### config.mk
export PLATFORM = sky130hd
export DESIGN_NAME = scan_display_drv
export DESIGN_NICKNAME = d
export VERILOG_FILES = /design/src/rtl/scan_display_drv.sv
export SDC_FILE = /design/constraint.sdc
export NUM_CORES = 1
export LEC_CHECK = 0
export CAP_MARGIN = 20
export CORE_ASPECT_RATIO = 1.1
export CORE_MARGIN = 2
export CORE_UTILIZATION = 40
export CTS_CLUSTER_DIAMETER = 40
export CTS_CLUSTER_SIZE = 20
export DETAILED_ROUTE_END_ITERATION = 7
export PLACE_DENSITY = 0.61
export SLEW_MARGIN = 20
export SYNTH_ARGS = -nofsm -noshare
export SYNTH_HDL_FRONTEND = slang
export SYNTH_SLANG_ARGS = --single-unit
### constraint.sdc
create_clock -name clk -period 7.3 [get_ports clk]
set_input_delay 0.73 -clock clk [delete_from_list [all_inputs] [get_ports clk]]
set_output_delay 0.73 -clock clk [all_outputs]
set_load 0.03 [all_outputs]
### src/rtl/scan_display_drv.sv
// Four-digit 7-segment scan driver: follows a rotating one-hot phase strobe and drives digit enables and segments.
// It double-buffers the display data and flags out-of-order phases. Define SCAN_LZB_EN to enable leading-zero blanking.
module scan_display_drv #(
  parameter int ERR_W = 8
) (
  input  logic             clk,
  input  logic             rst_n,
  input  logic [3:0]       phase,
  input  logic             load,
  input  logic [15:0]      data,
  output logic [6:0]       seg,
  output logic [3:0]       dig,
  output logic             pending,
  output logic             seq_err,
  output logic [ERR_W-1:0] err_cnt
);

  localparam logic [3:0] PH_FRAME_START = 4'b1000;
  localparam logic [6:0] SEG_OFF        = 7'b0000000;

  logic [3:0]       exp_q, exp_d;
  logic             valid_q, valid_d;
  logic [15:0]      shadow_q, shadow_d;
  logic [15:0]      active_q, active_d;
  logic             pending_q, pending_d;
  logic [6:0]       seg_q, seg_d;
  logic [3:0]       dig_q, dig_d;
  logic             seq_err_q, seq_err_d;
  logic [ERR_W-1:0] err_cnt_q, err_cnt_d;

  logic        one_hot;
  logic        fault;
  logic        commit;
  logic [15:0] disp_val;
  logic [3:0]  digit_val;
  logic        blank;

  function automatic logic is_one_hot(input logic [3:0] p);
    return (p != 4'b0000) && ((p & (p - 4'd1)) == 4'b0000);
  endfunction

  // The generator rotates right: 1000 -> 0100 -> 0010 -> 0001 -> 1000.
  function automatic logic [3:0] successor(input logic [3:0] p);
    return {p[0], p[3:1]};
  endfunction

  function automatic logic [6:0] decode7(input logic [3:0] v);
    logic [6:0] s;
    case (v)
      4'd0:    s = 7'b1111110;
      4'd1:    s = 7'b0110000;
      4'd2:    s = 7'b1101101;
      4'd3:    s = 7'b1111001;
      4'd4:    s = 7'b0110011;
      4'd5:    s = 7'b1011011;
      4'd6:    s = 7'b1011111;
      4'd7:    s = 7'b1110000;
      4'd8:    s = 7'b1111111;
      4'd9:    s = 7'b1111011;
      default: s = 7'b0000001;
    endcase
    return s;
  endfunction

  // Phase checking and commit decision.
  always_comb begin
    one_hot  = is_one_hot(phase);
    fault    = !one_hot || (valid_q && (phase != exp_q));
    commit   = !fault && (phase == PH_FRAME_START) && pending_q;
    // The committing cycle already shows the new data.
    disp_val = commit ? shadow_q : active_q;
  end

  // Digit selection; non-one-hot phases fall into the default and are masked by fault.
  always_comb begin
    case (phase)
      4'b1000: digit_val = disp_val[15:12];
      4'b0100: digit_val = disp_val[11:8];
      4'b0010: digit_val = disp_val[7:4];
      default: digit_val = disp_val[3:0];
    endcase
  end

`ifdef SCAN_LZB_EN
  // A digit blanks only when it and every more-significant digit are zero; digit 0 always shows.
  always_comb begin
    case (phase)
      4'b1000: blank = (disp_val[15:12] == 4'h0);
      4'b0100: blank = (disp_val[15:8] == 8'h00);
      4'b0010: blank = (disp_val[15:4] == 12'h000);
      default: blank = 1'b0;
    endcase
  end
`else
  assign blank = 1'b0;
`endif

  // NOTE: every output of a combinational block gets a default before any
  // conditional update, so no path leaves a value held and no latch is inferred.
  always_comb begin
    seg_d     = SEG_OFF;
    dig_d     = 4'b0000;
    seq_err_d = fault;
    err_cnt_d = err_cnt_q;
    exp_d     = exp_q;
    valid_d   = one_hot;
    active_d  = active_q;
    shadow_d  = shadow_q;
    pending_d = pending_q;

    if (fault) begin
      if (err_cnt_q != {ERR_W{1'b1}}) begin
        err_cnt_d = err_cnt_q + ERR_W'(1);
      end
    end else begin
      dig_d = phase;
      if (!blank) begin
        seg_d = decode7(digit_val);
      end
    end

    if (one_hot) begin
      exp_d = successor(phase);
    end

    if (commit) begin
      active_d  = shadow_q;
      pending_d = 1'b0;
    end

    // A load in the commit cycle queues the next value behind the one just committed.
    if (load) begin
      shadow_d  = data;
      pending_d = 1'b1;
    end
  end

  // NOTE: sequential state uses non-blocking assignments so every flop samples
  // pre-edge values regardless of statement order.
  always_ff @(posedge clk or negedge rst_n) begin
    if (!rst_n) begin
      exp_q     <= 4'b0000;
      valid_q   <= 1'b0;
      shadow_q  <= 16'h0000;
      active_q  <= 16'h0000;
      pending_q <= 1'b0;
      seg_q     <= SEG_OFF;
      dig_q     <= 4'b0000;
      seq_err_q <= 1'b0;
      err_cnt_q <= '0;
    end else begin
      exp_q     <= exp_d;
      valid_q   <= valid_d;
      shadow_q  <= shadow_d;
      active_q  <= active_d;
      pending_q <= pending_d;
      seg_q     <= seg_d;
      dig_q     <= dig_d;
      seq_err_q <= seq_err_d;
      err_cnt_q <= err_cnt_d;
    end
  end

  assign seg     = seg_q;
  assign dig     = dig_q;
  assign pending = pending_q;
  assign seq_err = seq_err_q;
  assign err_cnt = err_cnt_q;

endmodule

Word-level counts from Yosys, hierarchy flattened
Memory sizes are Yosys's and may differ from the RTL's.
Index checks and enable logic that the tools add are counted.
{ "totals": {"reg_bits": 58, "latchBits": 0, "ramBits": 0, "mem_bits_ro": 112, "elab_cells": 35, "n_memories": 1} }
{ "op_classes": {"addsub": 2, "mul": 0, "n_div": 0, "n_lt_le_gt_ge": 0, "n_eq_ne": 5, "shift": 0, "n_mux": 6, "bitwise_logic": 1, "n_reduce_logical": 11} }
{ "mem_list": {"columns": ["name", "words", "width", "rd", "rd_ports_with_merged_regs", "write_ports", "line_no", "text"], "rows": [
  ["(no name shown)", 16, 7, 1, 0, 0, "49", "case (v)"]
]} }
{ "ops": {"columns": ["operator", "n"], "rows": [
  ["two-way mux 16 bit", 1],
  ["case mux 4 bit (3 select lines)", 1],
  ["adder 8 x 1 -> 8 bit, second input constant", 1],
  ["inequality test 8 bit, second input constant", 1],
  ["two-way mux 7 bit", 1],
  ["bitwise AND 4 bit", 1],
  ["equality test 4 x 2 -> 1 bit, second input constant", 1],
  ["equality test 4 x 3 -> 1 bit, second input constant", 1],
  ["equality test 4 bit, second input constant", 1],
  ["logical AND 1 bit", 4],
  ["zero test 4 bit", 1],
  ["two-way mux 4 bit", 1],
  ["inequality test 4 bit", 1],
  ["nonzero test 4 bit", 1],
  ["subtractor 4 x 1 -> 4 bit, second input constant", 1],
  ["zero test 1 bit", 2],
  ["two-way mux 1 bit", 2],
  ["AND reduction 2 bit", 1],
  ["nonzero test 2 bit", 1],
  ["logical OR 1 bit", 1]
]} }

Longest topological paths before layout
Gate-level depths: netlist of run 1.
An unclocked memory read counts as a cell.
{ "logic_depth": {"depth_word": 13, "mapped_depth": 10, "mapped_depth_nobuf": 8} }

Least setup slack after synthesis of run 1
No wires, ideal clock.
{ "synth_timing": {"path_kind": "input -> register", "from": "in phase[3]", "to": "reg seg_q[1], in the netlist seg[1]", "setup_time_ns": 0.094, "t_arrival_ns": 2.908, "slack_ns": 4.298, "cell_stages": 10, "path_cell_list": "buf_4 > nor4b_2 > nand2_1 > nor2_1 > buf_2 > mux2i_1 > inv_1 > ha_1 > or2_1 > a221oi_2"} }
{ "synth_via": {"elab_chain_cells": 13, "word_cells_on_any_way": 19} }
{ "synth_rtl": {"columns": ["element", "line_no", "text"], "rows": [
  ["start: declaration", "8", "input logic [3:0] phase,"],
  ["subtractor 4 x 1 -> 4 bit", "39", "return (p != 4'b0000) && ((p & (p - 4'd1)) == 4'b0000);"],
  ["bitwise AND 4 bit", "39", null],
  ["zero test 4 bit", "39", null],
  ["logical AND 1 bit", "39", null],
  ["zero test 1 bit", "68", "fault = !one_hot || (valid_q && (phase != exp_q));"],
  ["logical OR 1 bit", "68", null],
  ["zero test 1 bit", "69", "commit = !fault && (phase == PH_FRAME_START) && pending_q;"],
  ["logical AND 1 bit (2 in a row)", "69", null],
  ["two-way mux 16 bit", null, null],
  ["case mux 4 bit (3 select lines)", "76", "case (phase)"],
  ["memory read (16 x 7 bit)", null, null],
  ["two-way mux 7 bit (*)", "111", "if (fault) begin"],
  ["via seg_d[1]", "26", "logic [6:0] seg_q, seg_d;"],
  ["end signal: assignment", "157", "seg_q <= seg_d;"],
  ["end: declaration", "26", null]
]} }
Mark *: on every way through the listed nets, which the timed path passes. The rest lies on a longest branch.
A chain may end at the register's enable or synchronous reset.

Worst setup path in the final report of run 1
{ "layout_timing": {"from": "in phase[2]", "to": "reg seg_q[0], in the netlist seg[0]"} }
The elaborated chain is that of the path after synthesis.

==> results of run 1 <==
## sequential cells by signal, indices dropped and copies added (netlist names)
signal / flops
err_cnt: 8
seg: 7
valid_q: 1
seq_err: 1
dig: 4
exp_q: 4
active_q: 16
shadow_q: 16
pending: 1
## final timing paths
kind,from,to,cells after the start
worst max-delay path,phase[2],seg[0],10
worst min-delay path,shadow_q[5],active_q[5],2
worst max register to register,exp_q[1],seg[0],9
worst min register to register,shadow_q[5],active_q[5],2
max in group asynchronous,rst_n,seg[1],2
min in group asynchronous,rst_n,dig[1],2
## power by group through the flow
stage          combinational [uW]  clock [uW]  sequential [uW]
5_1_grt                       343         304              448
3_5_place_dp                  313           0              443
4_1_cts                       315         293              438
6_report                      311         281              437
2_1_floorplan                 155           0              486
3_3_place_gp                  308           0              442
## layer usage
metal / track usage, % / vias to the layer above / wire [um]
li1: - / 906 / -
met1: 22.44 / 913 / 2516
met2: 23.72 / 57 / 2503
met3: 4.300 / 10 / 254
met4: 8.060 / 0 / 98
met5: 0 / - / 0
## cells by family after synthesis
kind of cell	count (synthesis)	share of synthesized area [%]
compound gates	44	11.59
flops	58	53.36
mux	34	13.94
fa+ha+maj	6	2.760
xor+xnor	14	4.508
buf+inv	23	3.863
simple gates	50	9.982
## cell usage after synthesis (3+ instances only)
master and number:
a21oi_1 5, a22o_1 3, and3_1 6, buf_2 3, clkbuf_1 4, dfrtp_1 58, ha_1 6, inv_1 12
mux2_2 30, mux2i_1 3, nand2_1 14, nand3_1 6, nor2_1 8, o211ai_1 4, o21ai_0 11, o22ai_1 5
or2_2 3, xnor2_1 6, xor2_1 8
## through the flow
step	instance area (um^2)	hold WS [ps]	utilization [%]	power, uW	setup WS, ps
6_report	3388	476.6	51.39	1028	3597
5_1_grt	3388	518.8	51.39	1094	3262
4_1_cts	3388	481.7	51.39	1046	3627
3_5_place_dp	3203	468.0	48.58	755.5	3295
3_3_place_gp	3203	471.4	48.58	750.3	3408
2_1_floorplan	2720	434.4	-	641.5	4298
## layout make-up
| cell class | instances | area, um^2 |
|---|---|---|
| well taps | 82 | 102.6 |
| flip-flops and latches | 58 | 1451 |
| clock inverters | 3 | 40.04 |
| clock buffers | 12 | 145.1 |
| multi-input cells | 148 | 1164 |
| inverters | 12 | 45.04 |
| fillers | 604 | 3206 |
| repair buffers | 45 | 440.4 |
## worst min-delay path, cell delays in order (launching register included)
cell and delay, ps:
dfrtp_1 340, nand2_1 50, o21ai_0 60
==> results.toml, run 1 <==
[clocking]
cts_hold_buf = 0
clk_pin_slew_ps = 60
clock_latency_ps = 330
clkSinkCount = 58
cts.path.max_buffers = 2
htree_levels = 3
postCtsSetupRepairBufs = 0
cts_resized = 0
cts_root_buf = "clkbuf_8"
cts_tree = "done"
cts_inserted_buffers = 9

[critical_path]
crit_chain = "clkdlybuf4s50_1 > nor4b_2 > nand2_1 > nor2_1 > buf_4 > mux2i_1 > inv_1 > ha_1 > or2_1 > a31oi_1"
critical-path-top-delay-family = "simple AND/OR/NAND/NOR gates"
cp.required_ps = 7530
startpoint_type = "primary input"
slowest_stage = "nor4b_2"
cp_num_buf_inv = 3
cp.arrival_ps = 3930
crit_type = "primary input to flop"
critPathMaxStageDelay_ps = 740
path_max_fanout = 21
end_kind = "flop"
reg2reg_slack_ps = 4470

[sta]
final.setup_skew_ps = 10.16
max_freq_mhz = 270.1
period_share_pct = 50.72
finalHoldViolCount = 0
worst_slew_pin_slew_ps = 998.0
setup_violations = 0
rsz0062_at_grt = "no"
worst_slew_margin_rel_pct = 33.02
fin_crit_ps = 3703
finalSetupTns_ps = 0
report.final.slew_viol_count = 0

[pwr]
combPwrFrac_pct = 30.2
internal_power_uw = 700.4
p_per_area_nw_per_um2 = 303.5
leakage_uw = 0.001500
power_frac_seq_pct = 42.5
irDropWorstVdd_mv = 0.2016
p_clk_share_pct = 27.3
switching_share_pct = 31.88
switching_power_uw = 327.8

[floorplanning]
fp.coreArea_um2 = 6594
rows = 31
start_util_pct = 41.25
die_h_um = 90.49
dieWidth_um = 82.63
num_io_pins = 44
die_area_um2 = 7477

[global_routing]
grt.overflow.total = 0
grt_use_total_pct = 16.37
grt_pass1_wl_mm = 9.211
antenna_found_initial = 0
grt_max_degree = 59
grt_pass1_vias = 1899

[outcome]
status = "completed"

[layout]
drive_gt1_share_pct = 18.71
final_cells = 360
final_cell_mix = "dfrtp_1, clkdlybuf4s50_1, mux2_2"
fin_nets = 303
mostFrequentLayoutCell = "dfrtp_1"
area_growth_pct = 24.56
diodes = 0

[drt]
post-route-drc-count = 0
drt-initial-drc-count = 75
vias = 1886
totalWireLength_mm = 5.373
avgViaCountPerCell = 5.239
first_pass_iters = 4
avgRoutedWirePerCell_um = 14.93
drtAntennaViolNets = 0

[synthesis]
async_flop_share_pct = 100.0
ys_ff_latch = 58
synth_edf_count = 0
ys_types = 46
synth.net_count = 258
synth-seq-area-share_pct = 53.36
syn_avg_cell_area_um2 = 11.88
yosys_warnings = 0
synth_ff_type = "dfrtp_1"
synth_area_leaders = "dfrtp_1, mux2_2, ha_1, xor2_1, o21ai_0"
synth_area_um2 = 2720
netlist_instances = 229
synth_top_area_share_pct = 53.36
synth_top_cell_by_area = "dfrtp_1"

[placement]
port_buffers = 43
dp_hpwl_mm = 3.726
gp_congestion = 0.7964
place_inst = 345

[hold_path]
worst_hold_path_type = "flop to flop"

[run]
cap_violations = 0
Power figures use the tool's default switching activity.
==> inputs of run 2 (changes only) <==
==> constraint.sdc (replaced) <==
create_clock -name clk -period 3.7 [get_ports clk]
set_input_delay 0.37 -clock clk [delete_from_list [all_inputs] [get_ports clk]]
set_output_delay 0.37 -clock clk [all_outputs]
set_load 0.03 [all_outputs]
==> results.toml, run 2 (synthesized netlist as in run 1, its figures left out) <==
[outcome]
status = "completed"

[drt]
drt-initial-drc-count = 103
first_pass_iters = 4
avgRoutedWirePerCell_um = 14.72
post-route-drc-count = 0
totalWireLength_mm = 5.373
avgViaCountPerCell = 5.096
drtAntennaViolNets = 0
vias = 1860

[critical_path]
crit_type = "primary input to flop"
path_max_fanout = 14
end_kind = "flop"
crit_start = "phase[1]"
cp.arrival_ps = 3270
r2r_cells = 8
startpoint_type = "primary input"
rr_startpoint = "exp_q[0]"
cp.required_ps = 3940

[sta]
rsz0062_at_grt = "no"
worst_slew_margin_rel_pct = 48.12
setup_slack_ps = 677.0
final.setup_skew_ps = 6.429
finalHoldViolCount = 0
report.final.slew_viol_count = 0
whs_ps = 100.5
period_share_pct = 81.70
worst_slew_pin_slew_ps = 775.8
fin_crit_ps = 3023
max_freq_mhz = 330.8
finalSetupTns_ps = 0
setup_violations = 0

[layout]
nFillCells = 632
fin_nets = 308
mostFrequentLayoutCell = "dfrtp_1"
final_cell_mix = "dfrtp_1, clkdlybuf4s50_1, mux2_2"
area_growth_pct = 25.39
drive_gt1_share_pct = 20.49
final_cells = 365
diodes = 0

[pwr]
p_per_area_nw_per_um2 = 579.8
irDropWorstVdd_mv = 0.3340
switching_share_pct = 32.58
internal_power_uw = 1333
finalPower_uw = 1977
combPwrFrac_pct = 31.1
leakage_uw = 0.001519
switching_power_uw = 644.3
p_clk_share_pct = 25.3
power_frac_seq_pct = 43.6

[placement]
port_buffers = 43
place_inst = 350
dp_hpwl_mm = 3.845
gp_congestion = 0.8243
place_ws_ps = 348.7

[floorplanning]
num_io_pins = 44
die_area_um2 = 7477
die_h_um = 90.49
dieWidth_um = 82.63
fp.coreArea_um2 = 6594
start_util_pct = 41.25
rows = 31

[clocking]
clk_pin_slew_ps = 60
postCtsSetupRepairBufs = 0
clock_latency_ps = 330
cts_hold_buf = 0
cts_inserted_buffers = 9
cts.path.max_buffers = 2
cts_resized = 0
htree_levels = 3
clkSinkCount = 58
cts_root_buf = "clkbuf_8"
cts_tree = "done"

[global_routing]
grt_use_total_pct = 16.18
antenna_found_initial = 0
grt_pass1_wl_mm = 9.025
grt.overflow.total = 0
grt_pass1_vias = 1873
grt_max_degree = 34

[run]
cap_violations = 0

[hold_path]
worst_hold_path_type = "primary input to asynchronous set/reset pin"
run 2: changes by cell type in the layout (fill, tap and decap cells not counted):
cell / delta
clkinv_2: +1
buf_4: +5
bufinv_16: -1
clkbuf_1: -1
clkbuf_8: +1
run 2: layout make-up:
class / instances / area, um^2 / share of cell area (%)
clock buffers: 12 / 155.1 / 4.549
well taps: 82 / 102.6 / 3.008
inverters: 12 / 45.04 / 1.321
repair buffers: 50 / 478.0 / 14.01
multi-input cells: 148 / 1164 / 34.12
flip-flops and latches: 58 / 1451 / 42.55
clock inverters: 3 / 15.01 / 0.4402
run 2: power groups by stage:
stage	sequential (uW)	clock, uW	combinational [uW]
after floorplan	959	0	307
after global placement	872	0	610
after detailed placement	875	0	618
after CTS	864	522	622
after global routing	880	556	675
final	862	501	615
run 2: through the flow:
stage	utilization, %	cell area, um^2
4_1_cts	51.73	3411
3_3_place_gp	49.15	3241
5_1_grt	51.73	3411
2_1_floorplan	-	2720
3_5_place_dp	49.15	3241
6_report	51.73	3411
run 2: per-layer routing:
metal / part of all wire [%] / vias to the layer above / routed length [um] / global-route usage [%]
li1: - / 916 / - / -
met1: 48 / 893 / 2564 / 21.82
met2: 46 / 42 / 2496 / 23.92
met3: 4.0 / 9 / 217 / 4.500
met4: 1.7 / 0 / 94 / 7.377
met5: 0 / - / 0 / 0
run 2: worst max-delay path, cell delays in order:
cell             delay, ps
clkdlybuf4s50_1        780
xor2_1                 180
o41a_1                 500
o21ai_0                280
a32o_1                 340
inv_1                  110
ha_1                   300
mux2_2                 270
o22ai_1                120
run 2: final timing paths:
path	slack, ps	endpoint
min reg2reg	490	active_q[5]
max	680	seg[3]
max reg2reg	1130	seg[3]
min	100	exp_q[0]
max in group asynchronous	2780	active_q[7]
min in group clk	490	active_q[5]
==> inputs of run 3 (changes only) <==
--- a/config.mk
+++ b/config.mk
@@ -12,7 +12,7 @@
 export CTS_CLUSTER_DIAMETER = 40
 export CTS_CLUSTER_SIZE = 20
 export DETAILED_ROUTE_END_ITERATION = 7
-export PLACE_DENSITY = 0.61
+export PLACE_DENSITY = 0.63
 export SLEW_MARGIN = 20
 export SYNTH_ARGS = -nofsm -noshare
 export SYNTH_HDL_FRONTEND = slang
==> constraint.sdc (replaced) <==
create_clock -name clk -period 2.7 [get_ports clk]
set_input_delay 0.27 -clock clk [delete_from_list [all_inputs] [get_ports clk]]
set_output_delay 0.27 -clock clk [all_outputs]
set_load 0.03 [all_outputs]
==> results.toml, run 3 (synthesized netlist as in run 1, its figures left out) <==
[sta]
period_share_pct = 92.87
fin_crit_ps = 2507
report.final.slew_viol_count = 0
worst_slew_pin_slew_ps = 788.8
setup_slack_ps = 192.5
setup_violations = 0
finalHoldViolCount = 0
rsz0062_at_grt = "no"
max_freq_mhz = 398.8
worst_slew_margin_rel_pct = 47.25
whs_ps = 480.9
final.setup_skew_ps = 4.973

[clocking]
cts_root_buf = "clkbuf_8"
cts_resized = 0
cts.path.max_buffers = 2
clk_pin_slew_ps = 60
clock_latency_ps = 330
cts_inserted_buffers = 9
clkSinkCount = 58
htree_levels = 3
cts_tree = "done"

[hold_path]
hold_path_end = "active_q[5]"
hp-start = "shadow_q[5]"
worst_hold_path_type = "flop to flop"
min_path_cells = 2

[layout]
drive_gt1_share_pct = 25.97
final_cell_mix = "dfrtp_1, clkdlybuf4s50_1, mux2_2, buf_4, nand2_1"
mostFrequentLayoutCell = "dfrtp_1"
diodes = 0
fin_nets = 332
nFillCells = 606
final_cells = 390
area_growth_pct = 31.88
final_core_util_pct = 54.40

[drt]
drt-initial-drc-count = 92
drtAntennaViolNets = 0
totalWireLength_mm = 5.397
avgRoutedWirePerCell_um = 13.84
post-route-drc-count = 0
first_pass_iters = 4
avgViaCountPerCell = 5.033
vias = 1963

[floorplanning]
fp.coreArea_um2 = 6594
start_util_pct = 41.25
die_area_um2 = 7477
rows = 31
die_h_um = 90.49
dieWidth_um = 82.63
num_io_pins = 44

[placement]
place_inst = 373
gp_congestion = 0.7678
place_ws_ps = -177.2
port_buffers = 43
dp_hpwl_mm = 3.950

[critical_path]
path_depth = 9
reg2reg_slack_ps = 290
slowest_stage = "or4b_1"
r2r-end = "seg[3]"
path_max_fanout = 6
cp_num_buf_inv = 2
rr_startpoint = "exp_q[1]"
critPathMaxStageDelay_ps = 690
crit_type = "primary input to flop"
crit_start = "phase[2]"
startpoint_type = "primary input"
critical-path-top-delay-family = "simple AND/OR/NAND/NOR gates"
end_kind = "flop"
crit_chain = "clkdlybuf4s50_1 > or4b_1 > o211ai_1 > nand3_1 > mux2i_1 > inv_1 > ha_1 > or2_1 > a221oi_2"
cp.required_ps = 2940
r2r_cells = 9
cp.arrival_ps = 2750

[run]
cap_violations = 0

[global_routing]
grt_use_total_pct = 16.64
antenna_found_initial = 0
grt.overflow.total = 0
grt_pass1_vias = 2012
grt_pass1_wl_mm = 9.266
grt_max_degree = 32

[pwr]
irDropWorstVdd_mv = 0.3739
p_per_area_nw_per_um2 = 774.4
leakage_uw = 0.001631
finalPower_uw = 2778

[outcome]
status = "completed"
[run 3: worst max path at each step]
stage / endpoint
6_report: seg[1]
5_1_grt: seg[1]
4_1_cts: seg[1]
3_5_place_dp: seg[1]
3_3_place_gp: seg[1]
2_1_floorplan: seg[1]
[run 3: layer usage]
metal / share of wire [%] / global-route usage [%] / vias to the layer above
met4: 2.3 / 8.607 / 0
met5: 0 / 0 / -
met1: 48 / 22.05 / 943
met3: 3.0 / 3.700 / 10
met2: 46 / 25.13 / 40
li1: - / - / 970
[run 3: area by class of cell]
| class | instances | area (um^2) | area share, % |
|---|---|---|---|
| Tap cell | 82 | 102.6 | 2.860 |
| Clock buffer | 13 | 148.9 | 4.151 |
| Clock inverter | 3 | 15.01 | 0.4186 |
| Timing Repair Buffer | 74 | 660.6 | 18.42 |
| Sequential cell | 58 | 1451 | 40.46 |
| Multi-Input combinational cell | 148 | 1164 | 32.44 |
| Inverter | 12 | 45.04 | 1.256 |
[run 3: per-stage QoR]
| step | TNS (ps) | cell area, um^2 |
|---|---|---|
| 5_1_grt | 0 | 3587 |
| 2_1_floorplan | 0 | 2720 |
| 3_3_place_gp | -547.7 | 3413 |
| 3_5_place_dp | -746.6 | 3413 |
| 4_1_cts | 0 | 3587 |
| 6_report | 0 | 3587 |
[run 3: worst min-delay path, stage by stage (launching register included)]
cell and delay, ps:
dfrtp_1 340, nand2_1 50, o21ai_0 60
[run 3: timing repair]
| action | 4_1_cts | 5_1_grt |
|---|---|---|
| hold buffers | 1 | 0 |
| endpoints found under the hold margin | 29 | 0 |
| setup buffers | 0 | 0 |
[run 3: where the power goes]
| part | switching [uW] | internal (uW) | leakage (uW) |
|---|---|---|---|
| sequential | 118 | 1060 | 0.000711 |
| clock | 329 | 354 | 0.0000872 |
| combinational | 458 | 462 | 0.000833 |
| total | 905 | 1870 | 0.00163 |
